--- src/rtl/mult_div.sv ---
`default_nettype none
// ---------------------------------------------------------------------------
// mult_div : 32x32 signed multiply (radix-2 Booth) and divide (restoring).
// Rev 1.0
// ---------------------------------------------------------------------------
module mult_div (
  input  logic        clock,
  input  logic        reset,
  input  logic        start,
  input  logic        op,
  input  logic [31:0] a,
  input  logic [31:0] b,
  output logic [31:0] hi,
  output logic [31:0] lo,
  output logic        busy,
  output logic        done,
  output logic        div_zero
);

  typedef enum logic [1:0] {
    S_IDLE = 2'd0,
    S_CALC = 2'd1,
    S_DONE = 2'd2
  } state_t;

  state_t      r_state;
  state_t      w_state_nxt;

  logic [32:0] r_acc;
  logic [31:0] r_q;
  logic        r_qm1;
  logic [32:0] r_m;
  logic        r_op;
  logic        r_neg_q;
  logic        r_neg_r;
  logic [4:0]  r_cnt;
  logic [31:0] r_hi;
  logic [31:0] r_lo;
  logic        r_busy;
  logic        r_done;
  logic        r_div_zero;

  logic        w_bz;
  logic        w_dz_fire;
  logic        w_last;
  logic [31:0] w_abs_a;
  logic [31:0] w_abs_b;
  logic [32:0] w_sum;
  logic [32:0] w_rs;
  logic [32:0] w_diff;
  logic [32:0] w_acc_nxt;
  logic [31:0] w_q_nxt;
  logic        w_qm1_nxt;
  logic [31:0] w_res_hi;
  logic [31:0] w_res_lo;

  assign w_bz      = op && (b == 32'd0);
  assign w_dz_fire = (r_state == S_IDLE) && start && w_bz;
  assign w_last    = (r_cnt == 5'd31);
  assign w_abs_a   = a[31] ? (32'd0 - a) : a;
  assign w_abs_b   = b[31] ? (32'd0 - b) : b;

  // One iteration of either algorithm; r_acc/r_q/r_m are shared between them.
  always_comb begin
    w_sum     = r_acc;
    w_rs      = {r_acc[31:0], r_q[31]};
    w_diff    = w_rs - r_m;
    w_acc_nxt = r_acc;
    w_q_nxt   = r_q;
    w_qm1_nxt = r_qm1;
    if (!r_op) begin
      case ({r_q[0], r_qm1})
        2'b01:   w_sum = r_acc + r_m;
        2'b10:   w_sum = r_acc - r_m;
        default: w_sum = r_acc;
      endcase
      w_acc_nxt = {w_sum[32], w_sum[32:1]};
      w_q_nxt   = {w_sum[0], r_q[31:1]};
      w_qm1_nxt = r_q[0];
    end else begin
      w_acc_nxt = w_diff[32] ? w_rs : w_diff;
      w_q_nxt   = {r_q[30:0], ~w_diff[32]};
    end
  end

  always_comb begin
    if (!r_op) begin
      w_res_hi = w_acc_nxt[31:0];
      w_res_lo = w_q_nxt;
    end else begin
      w_res_hi = r_neg_r ? (32'd0 - w_acc_nxt[31:0]) : w_acc_nxt[31:0];
      w_res_lo = r_neg_q ? (32'd0 - w_q_nxt) : w_q_nxt;
    end
  end

  always_comb begin
    w_state_nxt = r_state;
    case (r_state)
      S_IDLE:  if (start) w_state_nxt = w_bz ? S_DONE : S_CALC;
      S_CALC:  if (w_last) w_state_nxt = S_DONE;
      S_DONE:  w_state_nxt = S_IDLE;
      default: w_state_nxt = S_IDLE;
    endcase
  end

  always_ff @(posedge clock or posedge reset) begin
    if (reset) begin
      r_state <= S_IDLE;
    end else begin
      r_state <= w_state_nxt;
    end
  end

  always_ff @(posedge clock or posedge reset) begin
    if (reset) begin
      r_acc      <= 33'd0;
      r_q        <= 32'd0;
      r_qm1      <= 1'b0;
      r_m        <= 33'd0;
      r_op       <= 1'b0;
      r_neg_q    <= 1'b0;
      r_neg_r    <= 1'b0;
      r_cnt      <= 5'd0;
      r_hi       <= 32'd0;
      r_lo       <= 32'd0;
      r_busy     <= 1'b0;
      r_done     <= 1'b0;
      r_div_zero <= 1'b0;
    end else begin
      r_busy     <= (w_state_nxt != S_IDLE);
      r_done     <= (w_state_nxt == S_DONE);
      r_div_zero <= w_dz_fire;
      case (r_state)
        S_IDLE: begin
          if (start && !w_bz) begin
            r_op    <= op;
            r_acc   <= 33'd0;
            r_qm1   <= 1'b0;
            r_cnt   <= 5'd0;
            r_neg_q <= a[31] ^ b[31];
            r_neg_r <= a[31];
            if (!op) begin
              r_q <= b;
              r_m <= {a[31], a};
            end else begin
              r_q <= w_abs_a;
              r_m <= {1'b0, w_abs_b};
            end
          end
        end
        S_CALC: begin
          r_acc <= w_acc_nxt;
          r_q   <= w_q_nxt;
          r_qm1 <= w_qm1_nxt;
          r_cnt <= r_cnt + 5'd1;
          if (w_last) begin
            r_hi <= w_res_hi;
            r_lo <= w_res_lo;
          end
        end
        default: ;
      endcase
    end
  end

  assign hi       = r_hi;
  assign lo       = r_lo;
  assign busy     = r_busy;
  assign done     = r_done;
  assign div_zero = r_div_zero;

endmodule
`default_nettype wire

--- config.mk ---
export PLATFORM = sky130hd
export DESIGN_NAME = mult_div
export DESIGN_NICKNAME = d
export VERILOG_FILES = /design/src/rtl/mult_div.sv
export SDC_FILE = /design/constraint.sdc
export NUM_CORES = 1
export LEC_CHECK = 0
export BUFFER_PORTS_ARGS = -buffer_cell sky130_fd_sc_hd__buf_2
export CAP_MARGIN = 20
export CORE_UTILIZATION = 55
export DETAILED_ROUTE_END_ITERATION = 8
export PLACE_DENSITY_LB_ADDON = 0.3
export RECOVER_POWER = 25
export SETUP_SLACK_MARGIN = 0.05
export SLEW_MARGIN = 25
export SYNTH_ARGS = -nofsm -noshare
export SYNTH_HDL_FRONTEND = slang
export SYNTH_SLANG_ARGS = --single-unit
--- constraint.sdc ---
create_clock -name clock -period 5.7 [get_ports clock]
set_clock_uncertainty 0.15 [all_clocks]
set_input_delay 1.14 -clock clock [delete_from_list [all_inputs] [get_ports clock]]
set_output_delay 1.14 -clock clock [all_outputs]
set_load 0.005 [all_outputs]
==> results of run 1 <==
[state kept, by name (all words and copies together) (netlist names), 2 cells and up]
signal,cells
r_acc,33
r_m,33
hi,32
lo,32
r_q,32
r_cnt,5
r_state,2
[area by class of cell]
class	count	area [µm²]
sequential	176	4410
tap	384	480
timing repair buffer	223	1350
clock buffer	18	429
fill	2541	10500
inverter	71	268
clock inverter	14	174
multi-input combinational	1730	11200
[layer usage]
| layer | wire length (µm) | vias up | GRT usage (%) |
|---|---|---|---|
| met5 | 13 | - | 0 |
| met4 | 4830 | 2 | 28.9 |
| met3 | 4260 | 208 | 5.37 |
| met2 | 27300 | 840 | 63.7 |
| met1 | 22800 | 8075 | 47.1 |
| li1 | - | 7906 | - |
[synth_stat cells (14+ instances only)]
library cell / number / area, µm²
a211oi_1: 38 / 285
a21o_1: 39 / 293
a21oi_1: 123 / 616
a31oi_1: 46 / 288
and2_1: 18 / 113
and3_1: 22 / 138
buf_1: 16 / 60.1
clkbuf_1: 93 / 349
dfrtp_1: 176 / 4400
ha_1: 72 / 901
inv_1: 70 / 263
mux2_2: 17 / 191
mux2i_1: 28 / 280
nand2_1: 317 / 1190
nand2b_1: 17 / 106
nand3_1: 84 / 420
nand4_1: 20 / 125
nor2_1: 122 / 458
nor3_1: 30 / 150
nor4_1: 14 / 87.6
o211ai_1: 16 / 120
o21ai_0: 259 / 1300
o221ai_1: 15 / 131
o31ai_1: 31 / 233
or3_1: 20 / 125
xnor2_1: 89 / 780
xor2_1: 96 / 841
[worst max-delay path by stage]
| stage | endpoint | slack, ns | cells past startpoint |
|---|---|---|---|
| after global routing | lo[30] | 0.03 | 22 |
| after detailed placement | hi[28] | 0.11 | 21 |
| after global placement | hi[25] | 0.25 | 21 |
| after floorplan | hi[25] | 0.75 | 20 |
| final | hi[17] | 0.33 | 19 |
| after CTS | hi[28] | 0.08 | 21 |
[kinds of logic after synthesis]
group | count (synthesis) | share of synthesized area, %
and+or+nand+nor | 715 | 20.8
AOI/OAI and AO/OA | 711 | 28.7
buffers and inverters | 188 | 4.46
xor gates and xnor gates | 185 | 10.0
DFF | 176 | 27.3
adders and majority gates | 74 | 5.83
muxes | 45 | 2.92
[through the flow]
step / instance area [µm²] / setup slack [ns] / hold slack (ns)
after global routing: 18300 / 0.0282 / 0.339
after global placement: 17500 / 0.254 / 0.306
after floorplan: 16200 / 0.746 / 0.288
after CTS: 18100 / 0.0783 / 0.328
final: 18300 / 0.333 / 0.324
after detailed placement: 17500 / 0.112 / 0.311
[timing repair]
| action | CTS | global route |
|---|---|---|
| gates resized for setup | 0 | 31 |
| buffers inserted | 0 | 11 |
| endpoints found under the setup margin | 0 | 22 |
==> run summary, run 1 <==
DR pass1 iterations - 5
Final count of hold timing violations - 0
Largest net degree at the start of global routing - 147
Clk buf depth - 2
Max FO, Critical Path - 8
Fin nets - 2361
Vias - 17.0k
Worst rel slew slack - -37.8%
Vias in the first global route - 15.8k
HP Class - reg -> reg
Outcome - finished with violations
Dpl cells - 2572
Crit path max-delay family - compound AO/OA/AOI/OAI gates
Syn_area_per_cell - 7.71 µm²
Antenna Diode Count - 0
Die Area - 30000 µm²
DRC - 0
Failing checks - capacitance limit, slew limit
Area Overhead vs Synth - 13.2%
Yosys cell types - 92
Fraction of registers with async set/reset - 100%
Clock period minus worst slack - 5.37 ns
Final Max Tran Viols - 147
Hold path start - hi[12]
Clk slew on worst S/H paths - 0.08 ns
Highest-count cells in the layout ignoring fill and taps - nand2_1 (316), o21ai_0 (256), dfrtp_1 (175)
Final period utilization - 94.2%
Reg2Reg Setup Slack - 0.33 ns
Worst R2R Path Depth - 19
Core box area - 28800 µm²
Crit end category - flop
Commonest non-fill, non-tap cell in the layout - nand2_1
Fin util - 63.5%
Antenna violations before repair - 1
Final TNS setup - 0 ns
DP HPWL - 45.0 mm
Flops & latches, synth - 176
Final setup fails - 0
Sequential share of the synthesized area - 27.3%
Synthesized cell area - 16100 µm²
TritonCTS Buffers - 17
CP startpoint kind - flop
Sink Count - 176
Clk Latency, worst-skew pair - 0.46 ns
Vias/cell - 6.51
Synth warn - 0
Htree depth - 4
Slew @ Worst Pin - 2.07 ns
Worst EP required - 5.94 ns
Height of the die - 173 µm
Top-Level Pins - 135
DIE WIDTH - 173 µm
Routed WL - 59.2 mm
Slowest stage delay, CP - 0.72 ns
Antenna viol nets, final - 0
Final std cells w/o fill - 2616
Primary FF master, synth - dfrtp_1
Syn Nets - 2236
Crit Reg-Reg Endpoint - hi[17]
First-pass GRT wire length - 89.9 mm
Max-Cap Viols - 1
Buf+Inv Stages, Crit Path - 4
Cts hold-fix bufs - 0
Gr usage total - 39.0%
Critical-path top delay cell - a2111oi_0
GP Congestion - 1.04
RSZ-0062 raised after global routing - true
F_max - 186 MHz
# rows - 62
WP data arrival - 5.61 ns
Mapped Cells - 2094
Crit path cell chain - inv_1 -> ha_1 -> inv_1 -> fa_1 -> a211oi_1 -> o211ai_1 -> nand4_4 -> a2111oi_4 -> buf_4 -> o21ai_1 -> a2111oi_0 -> nor3_1 -> a2111oi_4 -> buf_4 -> nand4_4 -> o31ai_1 -> xor2_1 -> a211oi_1 -> a21o_1
Remaining global-route overflow - 0
Crit. Startpoint - r_q[31]
Hold endpoint - hi[12]
IO Port Bufs - 134
CTS tree - done
Drt wl/cell - 22.6 µm
Share of cells above drive strength 1 - 14.4%
Worst r2r src - r_q[31]
Number of synthesized flops with an enable pin - 0
CTS Root Cell - clkbuf_16
Hold path cells - 1
Initial Utilization - 56.1%
DR iter-0 viols - 1529
WS Path Type - reg -> reg
Power of run 1 is left out: the tool's default activity adds up to more than one toggle a clock period on the data nets, which glitch-free logic cannot reach.
==> run 2: changes to the inputs <==
- CTS_BUF_LIST: not set -> sky130_fd_sc_hd__clkbuf_4
==> run summary, run 2 (synthesis gave the netlist of run 1 again) <==
Sink Count - 176 (unchanged)
Largest net degree at the start of global routing - 147 (unchanged)
Initial Utilization - 56.1% (unchanged)
# rows - 62 (unchanged)
Post-route cell area - 18000 µm² (-1.3%)
Vias/cell - 6.48 (-0.46%)
DRC - 0 (unchanged)
Worst r2r src - r_q[31]
DIE WIDTH - 173 µm (unchanged)
Reg2Reg Setup Slack - 0.25 ns (-0.08 ns)
Max-Cap Viols - 0 (-1)
Final period utilization - 95.5% (+1.4 points)
PnR worst setup slack - 0.255 ns (-0.0785 ns)
Core box area - 28800 µm² (unchanged)
Crit end category - flop
Final setup fails - 0 (unchanged)
Placement-stage cell area - 17500 µm² (unchanged)
DR iter-0 viols - 1634 (+6.9%)
Routed WL - 58.7 mm (-0.81%)
Top-Level Pins - 135 (unchanged)
WP data arrival - 5.89 ns (+0.28 ns)
Clk Latency, worst-skew pair - 0.66 ns (+0.20 ns)
Clock period minus worst slack - 5.45 ns (+0.0785 ns)
CTS Root Cell - clkbuf_4
Area Overhead vs Synth - 11.8%
Worst rel slew slack - 4.08% (+42 points)
Clk buf depth - 2 (unchanged)
Vias - 17.0k (-0.42%)
Largest regs - r_acc (33), r_m (33)
Final count of hold timing violations - 0 (unchanged)
Worst EP required - 6.14 ns (+0.20 ns)
Share of cells above drive strength 1 - 15.3% (+0.94 points)
Highest-count cells in the layout ignoring fill and taps - nand2_1 (316), o21ai_0 (256), dfrtp_1 (175)
DP HPWL - 45.0 mm (unchanged)
Post-Place Worst Slack - 0.112 ns (unchanged)
Commonest non-fill, non-tap cell in the layout - nand2_1
Htree depth - 4 (unchanged)
Die Area - 30000 µm² (unchanged)
Final Max Tran Viols - 0 (-100%)
Antenna viol nets, final - 0 (unchanged)
TritonCTS Buffers - 17 (unchanged)
Height of the die - 173 µm (unchanged)
Clk slew on worst S/H paths - 0.19 ns (+0.11 ns)
Drt wl/cell - 22.4 µm (-0.85%)
Vias in the first global route - 15.6k (-1.0%)
Antenna violations before repair - 1 (unchanged)
RSZ-0062 raised after global routing - true
Slew @ Worst Pin - 1.43 ns (-0.636 ns)
CTS tree - done
WS Path Type - reg -> reg
Crit. Startpoint - r_q[31]
F_max - 184 MHz (-1.4%)
Final hold slack - 0.341 ns (+0.0177 ns)
# fillers - 2575 (+1.3%)
Max FO, Critical Path - 8 (unchanged)
GP Congestion - 1.04 (unchanged)
HP Class - reg -> reg
Fin nets - 2361 (unchanged)
Final TNS setup - 0 ns (unchanged)
Gr usage total - 38.6% (-0.38 points)
IO Port Bufs - 134 (unchanged)
Hold path start - hi[12]
First-pass GRT wire length - 89.0 mm (-0.94%)
Remaining global-route overflow - 0 (unchanged)
Outcome - finished, final reports clean
DR pass1 iterations - 5 (unchanged)
CP startpoint kind - flop
run 2: changes by cell type in the layout (fill, tap and decap cells not counted), moves of 2 or more:
cell	before	now
clkbuf_16	17	0
clkbuf_4	1	18
nor2_2	2	0
nor2_1	120	122
clkbuf_1	23	1
buf_2	111	132
run 2: layout make-up:
cell class              count  area, µm²  area share [%]
repair buffers            223       1390            7.70
diodes                      1       2.50          0.0139
inverters                  71        268            1.48
well taps                 384        480            2.66
flip-flops and latches    176       4410            24.4
clock inverters            14        174           0.964
multi-input cells        1730      11200            62.0
clock buffers              18        135           0.749
run 2: path summary, 6_finish.rpt:
path | endpoint | cells after the start
worst max-delay path | hi[17] | 18
max in group asynchronous | r_acc[9] | 3
worst max register to register | hi[17] | 18
worst min-delay path | hi[12] | 1
min in group asynchronous | r_m[6] | 2
worst min register to register | hi[12] | 1
run 2: worst max-delay path, stage by stage (launching register included):
cell and delay (ns):
dfrtp_1 0.44, inv_1 0.09, ha_1 0.23, inv_1 0.08, fa_1 0.24, a211oi_1 0.11, o211ai_1 0.39, nand4_4 0.22
a2111oi_4 0.60, buf_4 0.21, o21ai_1 0.07, a2111oi_0 0.72, nor3_1 0.21, a2111oi_4 0.32, nand4_2 0.34, o31ai_1 0.37
xor2_1 0.10, a211oi_1 0.36, a21o_1 0.13
run 2: metal layers:
metal | global-route usage, % | wire length [µm] | up-vias | share of wire [%]
met4 | 28.7 | 4880 | 0 | 8.3
met1 | 47.3 | 23000 | 8085 | 39
met2 | 62.8 | 27100 | 778 | 46
met3 | 4.67 | 3730 | 191 | 6.4
li1 | - | - | 7905 | -
met5 | 0 | 0 | - | 0
run 2: what timing repair did:
item,in CTS,in global routing
hold buffers,0,0
setup buffers,0,11
hold endpoints to repair,0,0
resized for setup,0,31
endpoints found under the setup margin,0,23
run 2: stage by stage:
stage | cells | util [%]
3_5_place_dp | 2572 | 60.8
5_1_grt | 2617 | 62.7
6_report | 2617 | 62.7
4_1_cts | 2604 | 61.8
2_1_floorplan | 2094 | -
3_3_place_gp | 2572 | 60.8
Power of run 2 is left out for the same reason.
